$ cat config.mk
export PLATFORM = sky130hd
export DESIGN_NAME = i2c_req_arbiter
export DESIGN_NICKNAME = d
export VERILOG_FILES = /design/src/rtl/i2c_req_arbiter.sv
export SDC_FILE = /design/constraint.sdc
export NUM_CORES = 1
export LEC_CHECK = 0
export ABC_AREA = 1
export CELL_PAD_IN_SITES_DETAIL_PLACEMENT = 1
export CELL_PAD_IN_SITES_GLOBAL_PLACEMENT = 1
export CORE_ASPECT_RATIO = 2
export CORE_UTILIZATION = 25
export CTS_CLUSTER_DIAMETER = 150
export DETAILED_ROUTE_END_ITERATION = 7
export PLACE_DENSITY = 0.74
export RECOVER_POWER = 50
export SLEW_MARGIN = 20
export SYNTH_ARGS = -nofsm -noshare
export SYNTH_HDL_FRONTEND = slang
export SYNTH_SLANG_ARGS = --single-unit
$ cat constraint.sdc
create_clock -name clk -period 2.1 [get_ports clk]
set_clock_uncertainty 0.1 [all_clocks]
set_input_delay 0.315 -clock clk [delete_from_list [all_inputs] [get_ports clk]]
set_output_delay 0.315 -clock clk [all_outputs]
set_load 0.005 [all_outputs]
$ cat src/rtl/i2c_req_arbiter.sv
// i2c_req_arbiter: round-robin sharing of one I2C byte master between NREQ requesters
// Ports:
//   clk, rst                     clock and asynchronous active-high reset
//   req/req_addr/req_op/req_din  per-requester request level and transaction fields
//   gnt                          one-hot owner of the master
//   rsp_valid/rsp_data/rsp_err/rsp_tout  one-cycle response to the granted requester
//   m_newd/m_addr/m_op/m_din     command handshake towards the master
//   m_dout/m_busy/m_ack_err/m_done  status from the master
module i2c_req_arbiter #(
    parameter int NREQ    = 4,
    parameter int TIMEOUT = 50000,
    parameter int TW      = 16
) (
    input  logic              clk,
    input  logic              rst,
    input  logic [NREQ-1:0]   req,
    input  logic [7*NREQ-1:0] req_addr,
    input  logic [NREQ-1:0]   req_op,
    input  logic [8*NREQ-1:0] req_din,
    output logic [NREQ-1:0]   gnt,
    output logic              rsp_valid,
    output logic [7:0]        rsp_data,
    output logic              rsp_err,
    output logic              rsp_tout,
    output logic              m_newd,
    output logic [6:0]        m_addr,
    output logic              m_op,
    output logic [7:0]        m_din,
    input  logic [7:0]        m_dout,
    input  logic              m_busy,
    input  logic              m_ack_err,
    input  logic              m_done
);
    localparam int LW = $clog2(NREQ);

    typedef enum logic [1:0] {IDLE, ISSUE, WAIT, RESP} state_t;

    state_t        state;
    logic [LW-1:0] last;
    logic [LW-1:0] win;
    logic [LW-1:0] idx;
    logic [6:0]    sel_addr;
    logic          sel_op;
    logic [7:0]    sel_din;
    logic [TW-1:0] wd;
    logic          err_seen;

    // Scan downwards so the requester closest after last wins.
    always_comb begin
        win = last;
        idx = last;
        for (int k = NREQ; k >= 1; k--) begin
            idx = LW'((int'(last) + k) % NREQ);
            if (req[idx]) win = idx;
        end
    end

    always_comb begin
        sel_addr = '0;
        sel_op   = 1'b0;
        sel_din  = '0;
        for (int i = 0; i < NREQ; i++) begin
            if (win == LW'(i)) begin
                sel_addr = req_addr[7*i +: 7];
                sel_op   = req_op[i];
                sel_din  = req_din[8*i +: 8];
            end
        end
    end

    always_ff @(posedge clk or posedge rst) begin
        if (rst) begin
            state     <= IDLE;
            last      <= LW'(NREQ - 1);
            gnt       <= '0;
            rsp_valid <= 1'b0;
            rsp_data  <= '0;
            rsp_err   <= 1'b0;
            rsp_tout  <= 1'b0;
            m_newd    <= 1'b0;
            m_addr    <= '0;
            m_op      <= 1'b0;
            m_din     <= '0;
            wd        <= '0;
            err_seen  <= 1'b0;
        end else begin
            case (state)
                IDLE: begin
                    if (|req && !m_busy) begin
                        gnt    <= NREQ'(1) << win;
                        m_addr <= sel_addr;
                        m_op   <= sel_op;
                        m_din  <= sel_din;
                        last   <= win;
                        m_newd <= 1'b1;
                        state  <= ISSUE;
                    end
                end
                ISSUE: begin
                    m_newd   <= 1'b0;
                    wd       <= '0;
                    err_seen <= 1'b0;
                    state    <= WAIT;
                end
                WAIT: begin
                    wd <= (&wd) ? wd : wd + 1'b1;
                    if (m_ack_err) err_seen <= 1'b1;
                    // done takes priority over a timeout landing in the same cycle
                    if (m_done) begin
                        rsp_data  <= m_op ? m_dout : 8'h00;
                        rsp_err   <= err_seen | m_ack_err;
                        rsp_valid <= 1'b1;
                        state     <= RESP;
                    end else if (wd >= TW'(TIMEOUT - 1)) begin
                        rsp_data  <= 8'h00;
                        rsp_err   <= 1'b1;
                        rsp_tout  <= 1'b1;
                        rsp_valid <= 1'b1;
                        state     <= RESP;
                    end
                end
                RESP: begin
                    gnt       <= '0;
                    rsp_valid <= 1'b0;
                    rsp_err   <= 1'b0;
                    rsp_tout  <= 1'b0;
                    state     <= IDLE;
                end
                default: state <= IDLE;
            endcase
        end
    end
endmodule

# ---- Yosys cells after proc, flatten, opt, wreduce, memory -nomap -nowiden
# Index checks and enable logic that the tools add are counted.
dict set report op_classes {
  addsub 5
  magnitude_cmp 5
  eq_ne 12
  shift 1
  muxes 46
  bitwise_logic 1
  n_reduce_logical 20
}
# operator n
set op_table {}
lappend op_table {{8-bit 2-to-1 mux} 7}
lappend op_table {{16-bit one-hot mux with 2 select lines} 1}
lappend op_table {{7-bit 2-to-1 mux} 4}
lappend op_table {{16-bit by 1-bit adder with 16-bit output, second input constant} 1}
lappend op_table {{16-bit greater-or-equal comparator, second input constant} 1}
lappend op_table {{16-bit 2-to-1 mux} 1}
lappend op_table {{16-bit AND reduction} 1}
lappend op_table {{2-bit AND reduction} 8}
lappend op_table {{1-bit 2-to-1 mux} 14}
lappend op_table {{2-bit 2-to-1 mux} 7}
lappend op_table {{2-bit by 3-bit < comparator with 1-bit output, second input constant} 4}
lappend op_table {{2-bit != test, second input constant} 5}
lappend op_table {{1-bit one-hot mux with 2 select lines} 5}
lappend op_table {{2-bit nonzero test} 5}
lappend op_table {{1-bit binary-select mux with 2-bit select} 4}
lappend op_table {{2-bit equality test, second input constant} 4}
lappend op_table {{2-bit one-hot mux with 4 select lines} 1}
lappend op_table {{4-bit one-hot mux with 2 select lines} 1}
lappend op_table {{2-bit by 1-bit adder with 2-bit output, second input constant} 2}
lappend op_table {{2-bit adder, second input constant} 2}
lappend op_table {{2-bit by 1-bit equality test with 1-bit output, second input constant} 2}
lappend op_table {{2-bit logical NOT} 2}
lappend op_table {{4-bit 2-to-1 mux} 1}
lappend op_table {{4-bit OR reduction} 1}
lappend op_table {{other kinds (6)} 6}
dict set report totals {
  register_bits 53
  input_bits 81
  out_inout_bits 32
  elab_cells 103
}

# ---- Longest topological paths before layout
# Gate-level depths: netlist of the first run.
dict set report logic_depth {
  depth_word 12
  mapped_depth 16
}

# ---- Worst setup path before layout of the first run
# Ideal clock, no wire load.
dict set report synth_path {
  path_kind {reg2reg}
  startpoint {register last[0]}
  endpoint {register m_addr[6]}
  t_arrival_ps 1681
  required_time_ps 1883
  path_slack_ps 203
  stages_incl_launch_ff 15
  n_path_buf 3
  period_less_slack_ps 1897
  cell_sequence {dfstp_2 buf_6 inv_4 nand2_1 nand2_1 nand2_1 nand3_2 a21boi_4 buf_6 buf_6 nand3_1 nand3_1 nand2_1 nand2_1 nand2_1}
}
dict set report synth_between {
  elab_chain_cells 12
  word_cells_on_any_way 24
  cone_classes {add/sub (4); eq/ne (3); mux (16); reduce/logical (1)}
}
# element line_no
set synth_rtl {}
lappend synth_rtl {{start: declaration} 39} ;# logic [LW-1:0] last;
lappend synth_rtl {{start signal: assignment} 74} ;# last <= LW'(NREQ - 1);
lappend synth_rtl {{start signal: assignment} 94} ;# last <= win;
lappend synth_rtl {{2-bit by 1-bit adder with 2-bit output} 53} ;# idx = LW'((int'(last) + k) % NREQ);
lappend synth_rtl {{1-bit binary-select mux with 2-bit select} 54} ;# if (req[idx]) win = idx;
lappend synth_rtl {{1-bit 2-to-1 mux (not written as such)} 54}
lappend synth_rtl {{2-bit 2-to-1 mux (3 in series)} 54}
lappend synth_rtl {{2-bit 2-to-1 mux (*)} 54}
lappend synth_rtl {{2-bit logical NOT} 63} ;# if (win == LW'(i)) begin
lappend synth_rtl {{7-bit 2-to-1 mux (3 in series)} 63}
lappend synth_rtl {{7-bit 2-to-1 mux (*)} 63}
lappend synth_rtl {{end signal: assignment} 91} ;# m_addr <= sel_addr;
lappend synth_rtl {{end: declaration} 26} ;# output logic [6:0] m_addr,
# Every way passes the cells marked *; elsewhere a longest branch is shown, timed or not. The select of a mux whose other input is x is not followed.
# A chain may end at the register's enable or synchronous reset.

# ---- Worst setup path in the final report of the first run
dict set report layout_path {
  startpoint {input port req[0]}
  endpoint {register m_addr[1]}
}
dict set report layout_between {
  elab_chain_cells 11
  word_cells_on_any_way 23
  cone_classes {eq/ne (3); mux (16); reduce/logical (4)}
}
# element line_no
set layout_rtl {}
lappend layout_rtl {{start: declaration} 16} ;# input logic [NREQ-1:0] req,
lappend layout_rtl {{1-bit binary-select mux with 2-bit select} 54}
lappend layout_rtl {{1-bit 2-to-1 mux (not written as such)} 54}
lappend layout_rtl {{2-bit 2-to-1 mux (4 in series)} 54}
lappend layout_rtl {{2-bit logical NOT} 63}
lappend layout_rtl {{7-bit 2-to-1 mux (4 in series)} 63}
# Parallel ways exist; a longest one is shown, timed or not. The select of a mux whose other input is x is not followed.

==> impl_results.md, run 1 <==
* Synth Warn # at 0
* Nets at 687
* Die area at 13,400 µm²
* # clock sinks at 53
* Commonest non-fill, non-tap cell in the layout: nand2_1
* Area growth syn-to-layout at 67.0%
* Routed vias at 3,623
* DRT Wirelength at 13.0 mm
* Tmin final at 2230 ps
* Outcome: finished with violations
* # fillers at 1,504
* CTS tree: built
* Row count at 58
* Root buffer cell: clkbuf_16
* CP max stage delay at 590 ps
* Min-Delay Startpoint: m_din[6]$_DFFE_PP0P_
* DRC Markers at 0
* Worst Path Max Fanout at 8
* Syn Area/Cell at 7.16 µm²
* Gr ovfl total at 0
* CP Launch Point: req[0]
* Netlist Area Pre-Place at 3230 µm²
* Multi-input logic area at 1920 µm²
* Post-route setup TNS at -1770 ps
* Max Cap Violations at 0
* First-pass GRT wire length at 19.8 mm
* Fin util at 43.0%
* Num CTS Buffers at 5
* Final setup viols at 17
* Hold Crit Class: flip-flop to flip-flop
* Starting Density at 25.7%
* # IOs at 113
* Slew @ Worst Pin at 1380 ps
* Static leakage at 2.55 nW
* WP data arrival at 2330 ps
* Largest net degree at the start of global routing at 54
* Place WS at -374 ps
* CP top delay family: buffers and inverters
* Fin. max-slew vios at 0
* PnR Total Power at 8.92 mW
* Post-DP HPWL at 9.10 mm
* Met3 wire length at 387 µm
* Req. time, crit path at 2190 ps
* Critical path class: input pin to flip-flop
* Sequential Area at 1330 µm²
* Post-synth EDFFs at 0
* Vias in the first global route at 3,946
* Critical Path Source Type: input pin
* Hold_ws at 385 ps
* Ratio of cells with drive above 1 in the final layout at 20.8%
* Worst vdd ir at 0.000890 V
* Yosys cell types at 32
* Initial DRC count at 140
* Post-synthesis register bit count at 53
* Pwr Density at 1650 nW/µm²
* Most frequent cells in the layout: nand2_1 (129), clkdlybuf4s50_1 (104), dfrtp_1 (50), inv_1 (41), nand3_1 (41)
* Clock transition at path regs at 80 ps
* Routed wl met2 at 7.82 mm
* Total GRT Usage at 19.9%
* Gpl congestion at 0.822
* Worst setup margin at -133 ps
* Tcrit/Tclk final at 106%
* Ys async rst share at 100%
* Clock Latency Late Sink at 300 ps
* FF-to-FF Start: last[0]$_DFFE_PP1P_
* M1 WL at 4.36 mm
* Die W at 82.4 µm
* Critical Path Sink Type: flip-flop
* Top routing layer used: met4
* Max Clk Rate at 448 MHz
* Synth Instances at 451
* DRT Pass-1 Iters at 4
* Hold Fails Final Rpt at 0
* CP max-delay cell: dlygate4sd3_1
* Slew HR at 8.22%
* Failing checks: setup timing
* Initial antenna violation count at 0
* Vias/cell at 4.82
* Post-synthesis sequential area ratio at 41.1%
* Core Area at 12,600 µm²
* Number of diodes at 0
* Port buffer count at 112
* Synth Net Count at 538
* RSZ-0062 raised after global routing: true
* Detail Route Antenna Nets at 0
* Die H at 163 µm
* Cell chain of the critical path: dlygate4sd3_1 -> inv_1 -> nand2_4 -> nand3_2 -> buf_4 -> nand3_4 -> a21boi_4 -> nand3_4 -> buf_12 -> buf_16 -> nor2_2 -> nor2_1 -> nand2_1 -> nand2_1
* Clock Path Buffers at 2
* Buf/Inv on CP at 5
* CTS H-tree depth at 2
* Prevailing post-synth register cell: dfrtp_1
* Routed WL per cell at 17.3 µm
cell families (layout without fill, tap and decap cells):
kind of cell / count (synthesis) / in the layout / share of synthesized area (%)
AO/OA/AOI/OAI: 47 / 47 / 8.95
buffers and inverters: 64 / 213 / 8.83
flip-flops: 53 / 53 / 41.1
AND/OR/NAND/NOR: 275 / 276 / 37.1
adder cells (fa/ha/maj): 6 / 6 / 2.32
XOR/XNOR: 6 / 6 / 1.63
flip-flops by register name (all words and copies together) (netlist names):
register,cells
wd,16
m_din,8
rsp_data,8
m_addr,7
gnt,4
last,2
state,2
err_seen,1
m_newd,1
m_op,1
rsp_err,1
rsp_tout,1
rsp_valid,1
power by group:
group / internal, mW / switching (mW)
combinational: 3.08 / 3.31
sequential: 1.40 / 0.256
clock: 0.452 / 0.425
total: 4.93 / 3.99
per-layer routing:
layer | vias to the layer above | track usage [%]
met5 | - | 0
met4 | 0 | 7.74
met3 | 27 | 2.24
met2 | 96 | 39.4
met1 | 1770 | 19.8
li1 | 1730 | -
area by class of cell:
type	instances	share of cell area (%)
clock buffers	5	2.32
clock inverters	3	0.487
inverters	46	3.39
multi-input cells	335	35.6
flip-flops and latches	53	24.7
well taps	150	3.48
repair buffers	159	30.0
synth_stat cells, types with 3 or more instances:
cell type | n | share of area [%]
o31ai_1 | 3 | 0.70
o22ai_1 | 4 | 0.77
clkbuf_1 | 6 | 0.70
nand3_2 | 3 | 0.93
nand2_2 | 3 | 0.58
nand2_1 | 154 | 18
dfrtp_1 | 51 | 40
ha_1 | 6 | 2.3
buf_2 | 7 | 1.1
o21ai_0 | 21 | 3.3
a21oi_1 | 10 | 1.5
o32ai_1 | 3 | 0.81
nand3b_1 | 16 | 3.7
nor2_1 | 47 | 5.5
xor2_1 | 6 | 1.6
buf_6 | 4 | 1.4
nand3_1 | 44 | 6.8
inv_1 | 43 | 5.0
nor3_1 | 3 | 0.46
worst min-delay path: stages, from the launching register on:
cell     delay (ps)
dfrtp_1         350
nand2_1          60
nand2_1          60
metrics by stage:
step	instance area (µm²)	std cells
floorplan	3230	451
global placement	4650	719
detailed placement	4650	719
CTS	5170	742
global route	5390	751
finish	5390	751
path summary, 6_finish.rpt:
kind / slack (ps) / cells after the start / endpoint
max in group asynchronous: 140 / 3 / wd[0]$_DFFE_PP0P_
min: 380 / 2 / m_din[6]$_DFFE_PP0P_
min in group asynchronous: 830 / 3 / rsp_data[5]$_DFFE_PP0P_
min reg2reg: 380 / 2 / m_din[6]$_DFFE_PP0P_
max: -130 / 14 / m_addr[1]$_DFFE_PP0P_
max reg2reg: -130 / 15 / m_addr[1]$_DFFE_PP0P_
timing repair:
action | in CTS | in global routing
buffers inserted | 13 | 8
setup endpoints to repair | 19 | 29
gates cloned | 3 | 1
hold buffers | 0 | 0
pin swaps | 18 | 32
gates resized for setup | 52 | 41
Note: power is estimated with default switching activity, not from simulation.
==> inputs of run 2 (changes only) <==
--- a/config.mk
+++ b/config.mk
@@ -5,14 +5,14 @@
 export SDC_FILE = /design/constraint.sdc
 export NUM_CORES = 1
 export LEC_CHECK = 0
-export ABC_AREA = 1
+export ABC_AREA = 0
 export CELL_PAD_IN_SITES_DETAIL_PLACEMENT = 1
 export CELL_PAD_IN_SITES_GLOBAL_PLACEMENT = 1
 export CORE_ASPECT_RATIO = 2
 export CORE_UTILIZATION = 25
 export CTS_CLUSTER_DIAMETER = 150
 export DETAILED_ROUTE_END_ITERATION = 7
-export PLACE_DENSITY = 0.74
+export PLACE_DENSITY = 0.71
 export RECOVER_POWER = 50
 export SLEW_MARGIN = 20
 export SYNTH_ARGS = -nofsm -noshare
==> impl_results.md, run 2 <==
* Outcome: finished with violations
* Failing checks: setup timing
* Internal power at 3.57 mW (-28%)
* Critical path class: input pin to flip-flop
* Fin util at 40.6% (-2.4 points)
* Synth cell count leaders: dfrtp_1 (51), nand2_1 (36), inv_1 (24)
* Die H at 161 µm (-1.2%)
* Number of diodes at 0 (unchanged)
* Synth Net Count at 411 (-24%)
* CP max stage delay at 450 ps (-140 ps)
* Cell with the most instances after synthesis: dfrtp_1
* Vias/cell at 5.11 (+6.0%)
* Tmin final at 2180 ps (-55.8 ps)
* Post-synthesis sequential area ratio at 42.2% (+1.0 points)
* Synth Warn # at 0 (unchanged)
* Ys async rst share at 100% (unchanged)
* Area growth syn-to-layout at 57.0%
* Detail Route Antenna Nets at 0 (unchanged)
* Nets at 559 (-19%)
* FF-to-FF path depth at 6 (-9)
* Largest net degree at the start of global routing at 54 (unchanged)
* Tcrit/Tclk final at 104% (-2.7 points)
* CP Launch Point: req[1]
* Yosys cell types at 55 (+72%)
* Synth Instances at 324 (-28%)
* Clock share of power at 15.7% (+5.9 points)
* Largest register by flop count: wd
* Main area contributors after synthesis: dfrtp_1 (41%), o211a_1 (5.1%), o221ai_1 (4.4%), nand2_1 (4.3%), mux2_4 (3.8%)
* # IOs at 113 (unchanged)
* Post-synthesis register bit count at 53 (unchanged)
* Synth top area share at 40.5% (+0.99 points)
* Clock Latency Late Sink at 300 ps (about the same)
* Static leakage at 2.18 nW (-15%)
* Port buffer count at 112 (unchanged)
* Largest area contributor in the netlist: dfrtp_1
* NetSw at 1.93 mW (-52%)
* Hold Buf Count CTS at 0 (unchanged)
* Req. time, crit path at 2180 ps (about the same)
* Initial DRC count at 65 (-54%)
* Commonest non-fill, non-tap cell in the layout: clkdlybuf4s50_1
* Max Clk Rate at 459 MHz (+2.6%)
* Buf/Inv on CP at 2 (-3)
* Worst vdd ir at 0.000455 V (-49%)
* Cell chain of the critical path: clkdlybuf4s50_1 -> nor2b_2 -> o21ba_2 -> or3b_4 -> buf_12 -> mux2_1 -> o211a_1
* Prevailing post-synth register cell: dfrtp_1
* Pwr Density at 1110 nW/µm² (-33%)
* Gr ovfl total at 0 (unchanged)
* Post-synth EDFFs at 0 (unchanged)
* DRT Pass-1 Iters at 4 (unchanged)
* Hold Fails Final Rpt at 0 (unchanged)
* DRC Markers at 0 (unchanged)
* Top Registers: wd x16, m_din x8, rsp_data x8
* Fin. max-slew vios at 0 (unchanged)
* Total GRT Usage at 17.5% (-2.4 points)
* Worst setup margin at -77.6 ps (+55.8 ps)
* Num CTS Buffers at 5 (unchanged)
* DRT Wirelength at 11.1 mm (-15%)
* Hold_ws at 398 ps (+13.4 ps)
* CP max-delay cell: clkdlybuf4s50_1
* First-pass GRT wire length at 17.7 mm (-11%)
* RSZ-0062 raised after global routing: true
* Die W at 81.4 µm (-1.2%)
* PnR Total Power at 5.50 mW (-38%)
* FF-to-FF Start: last[0]$_DFFE_PP1P_
* Initial antenna violation count at 0 (unchanged)
* Critical Path Source Type: input pin
* Gpl congestion at 0.887 (+7.9%)
* Slew @ Worst Pin at 1410 ps (+29.1 ps)
* CTS H-tree depth at 2 (unchanged)
* Row count at 57 (-1.7%)
* Clock Path Buffers at 2 (unchanged)
* FF-to-FF End: m_din[0]$_DFFE_PP0P_
* Reg2reg setup slack at -70 ps (+60 ps)
* Post-route setup TNS at -819 ps (+951 ps)
* Netlist Area Pre-Place at 3150 µm² (-2.4%)
* Routed WL per cell at 17.9 µm (+3.4%)
* Worst Setup EP: m_din[0]$_DFFE_PP0P_
* Syn Area/Cell at 9.72 µm² (+36%)
* Max Cap Violations at 0 (unchanged)
* Hold Crit Class: flip-flop to flip-flop
* Vias in the first global route at 3,707 (-6.1%)
* WP data arrival at 2260 ps (-70 ps)
* Critical Path Sink Type: flip-flop
* Post-DP HPWL at 8.48 mm (-6.7%)
* WP depth at 7 (-7)
* Final setup viols at 16 (-1)
* CTS tree: built
* Reg power frac at 30.4% (+12 points)
* # clock sinks at 53 (unchanged)
* Worst Path Max Fanout at 17 (+9)
* Root buffer cell: clkbuf_16
* Max reg flops at 16 (unchanged)
* Routed vias at 3,169 (-13%)
* Die area at 13,100 µm² (-2.4%)
* Sw frac at 35.1% (-9.6 points)
* Starting Density at 25.8% (+0.11 points)
* Most frequent cells in the layout: clkdlybuf4s50_1 (104), dfrtp_1 (50), buf_4 (37), nand2_1 (36), inv_1 (23)
* Slew HR at 6.28% (-1.9 points)
* Ratio of cells with drive above 1 in the final layout at 18.0% (-2.8 points)
* Core Area at 12,200 µm² (-2.9%)
* Clock transition at path regs at 70 ps (about the same)
* CP top delay family: buffers and inverters
* Combinational share of power at 53.9% (-18 points)
==> run 2: cells by family (layout without fill, tap and decap cells) <==
logic type / after synthesis / count (layout) / synth area share, %
flops: 53 / 53 / 42.2
simple gates: 108 / 108 / 17.6
mux: 17 / 17 / 7.03
fa+ha+maj: 6 / 6 / 2.38
xor+xnor: 5 / 5 / 1.39
buf+inv: 39 / 188 / 5.28
compound gates: 96 / 96 / 24.2
==> run 2: final cells by class <==
cell class              instances  area [µm²]
multi-input cells             232        1700
well taps                     147         184
fillers                      1377        7250
flip-flops and latches         53        1330
repair buffers                156        1490
inverters                      24        90.1
clock buffers                   6         139
clock inverters                 2        13.8
==> run 2: how the worst min path moves through the flow <==
stage | startpoint | endpoint | slack [ps] | cells past startpoint
after floorplan | m_dout[0] | rsp_data[0]$_DFFE_PP0P_ | 350 | 1
after global placement | gnt[0]$_DFFE_PP0P_ | gnt[0]$_DFFE_PP0P_ | 390 | 1
after detailed placement | gnt[1]$_DFFE_PP0P_ | gnt[1]$_DFFE_PP0P_ | 380 | 1
after CTS | rst | rsp_tout$_DFFE_PP0P_ | 310 | 3
after global routing | rsp_data[4]$_DFFE_PP0P_ | rsp_data[4]$_DFFE_PP0P_ | 430 | 1
final | gnt[1]$_DFFE_PP0P_ | gnt[1]$_DFFE_PP0P_ | 400 | 1
==> run 2: power by group through the flow <==
stage	Sequential, mW	Clock (mW)	Combinational [mW]
2_1_floorplan	1.67	0	1.44
3_3_place_gp	1.67	0	2.85
3_5_place_dp	1.69	0	2.94
4_1_cts	1.69	0.907	3.03
5_1_grt	1.74	0.937	3.22
6_report	1.67	0.863	2.97
==> run 2: layer usage <==
metal / routed length [µm] / GRT usage, % / vias to the layer above / share of wire [%]
met1: 3910 / 17.3 / 1565 / 35
met4: 206 / 5.93 / 0 / 1.9
met2: 6410 / 34.7 / 106 / 58
li1: - / - / 1483 / -
met3: 546 / 2.39 / 15 / 4.9
met5: 0 / 0 / - / 0
==> run 2: stage by stage <==
stage / setup WS [ps] / area (µm²) / std cells
final: -77.6 / 4950 / 620
after global routing: -121 / 4950 / 620
after CTS: -64.5 / 4920 / 619
after detailed placement: -690 / 4720 / 608
after global placement: -567 / 4720 / 608
after floorplan: -36.9 / 3150 / 324
==> run 2: worst reg2reg max path, delay by kind of cell (launching register included) <==
kind / cells / cell delay (ps)
AND/OR/NAND/NOR: 2 / 460
flip-flops: 1 / 580
multiplexers: 1 / 340
buffers and inverters: 1 / 170
AO/OA/AOI/OAI: 2 / 410
==> run 2: repair_timing <==
| item | 4_1_cts | 5_1_grt |
|---|---|---|
| gates resized for setup | 6 | 11 |
| buffers inserted | 3 | 0 |
| pin swaps | 1 | 3 |
| cloned | 0 | 1 |
| endpoints found under the setup margin | 18 | 30 |
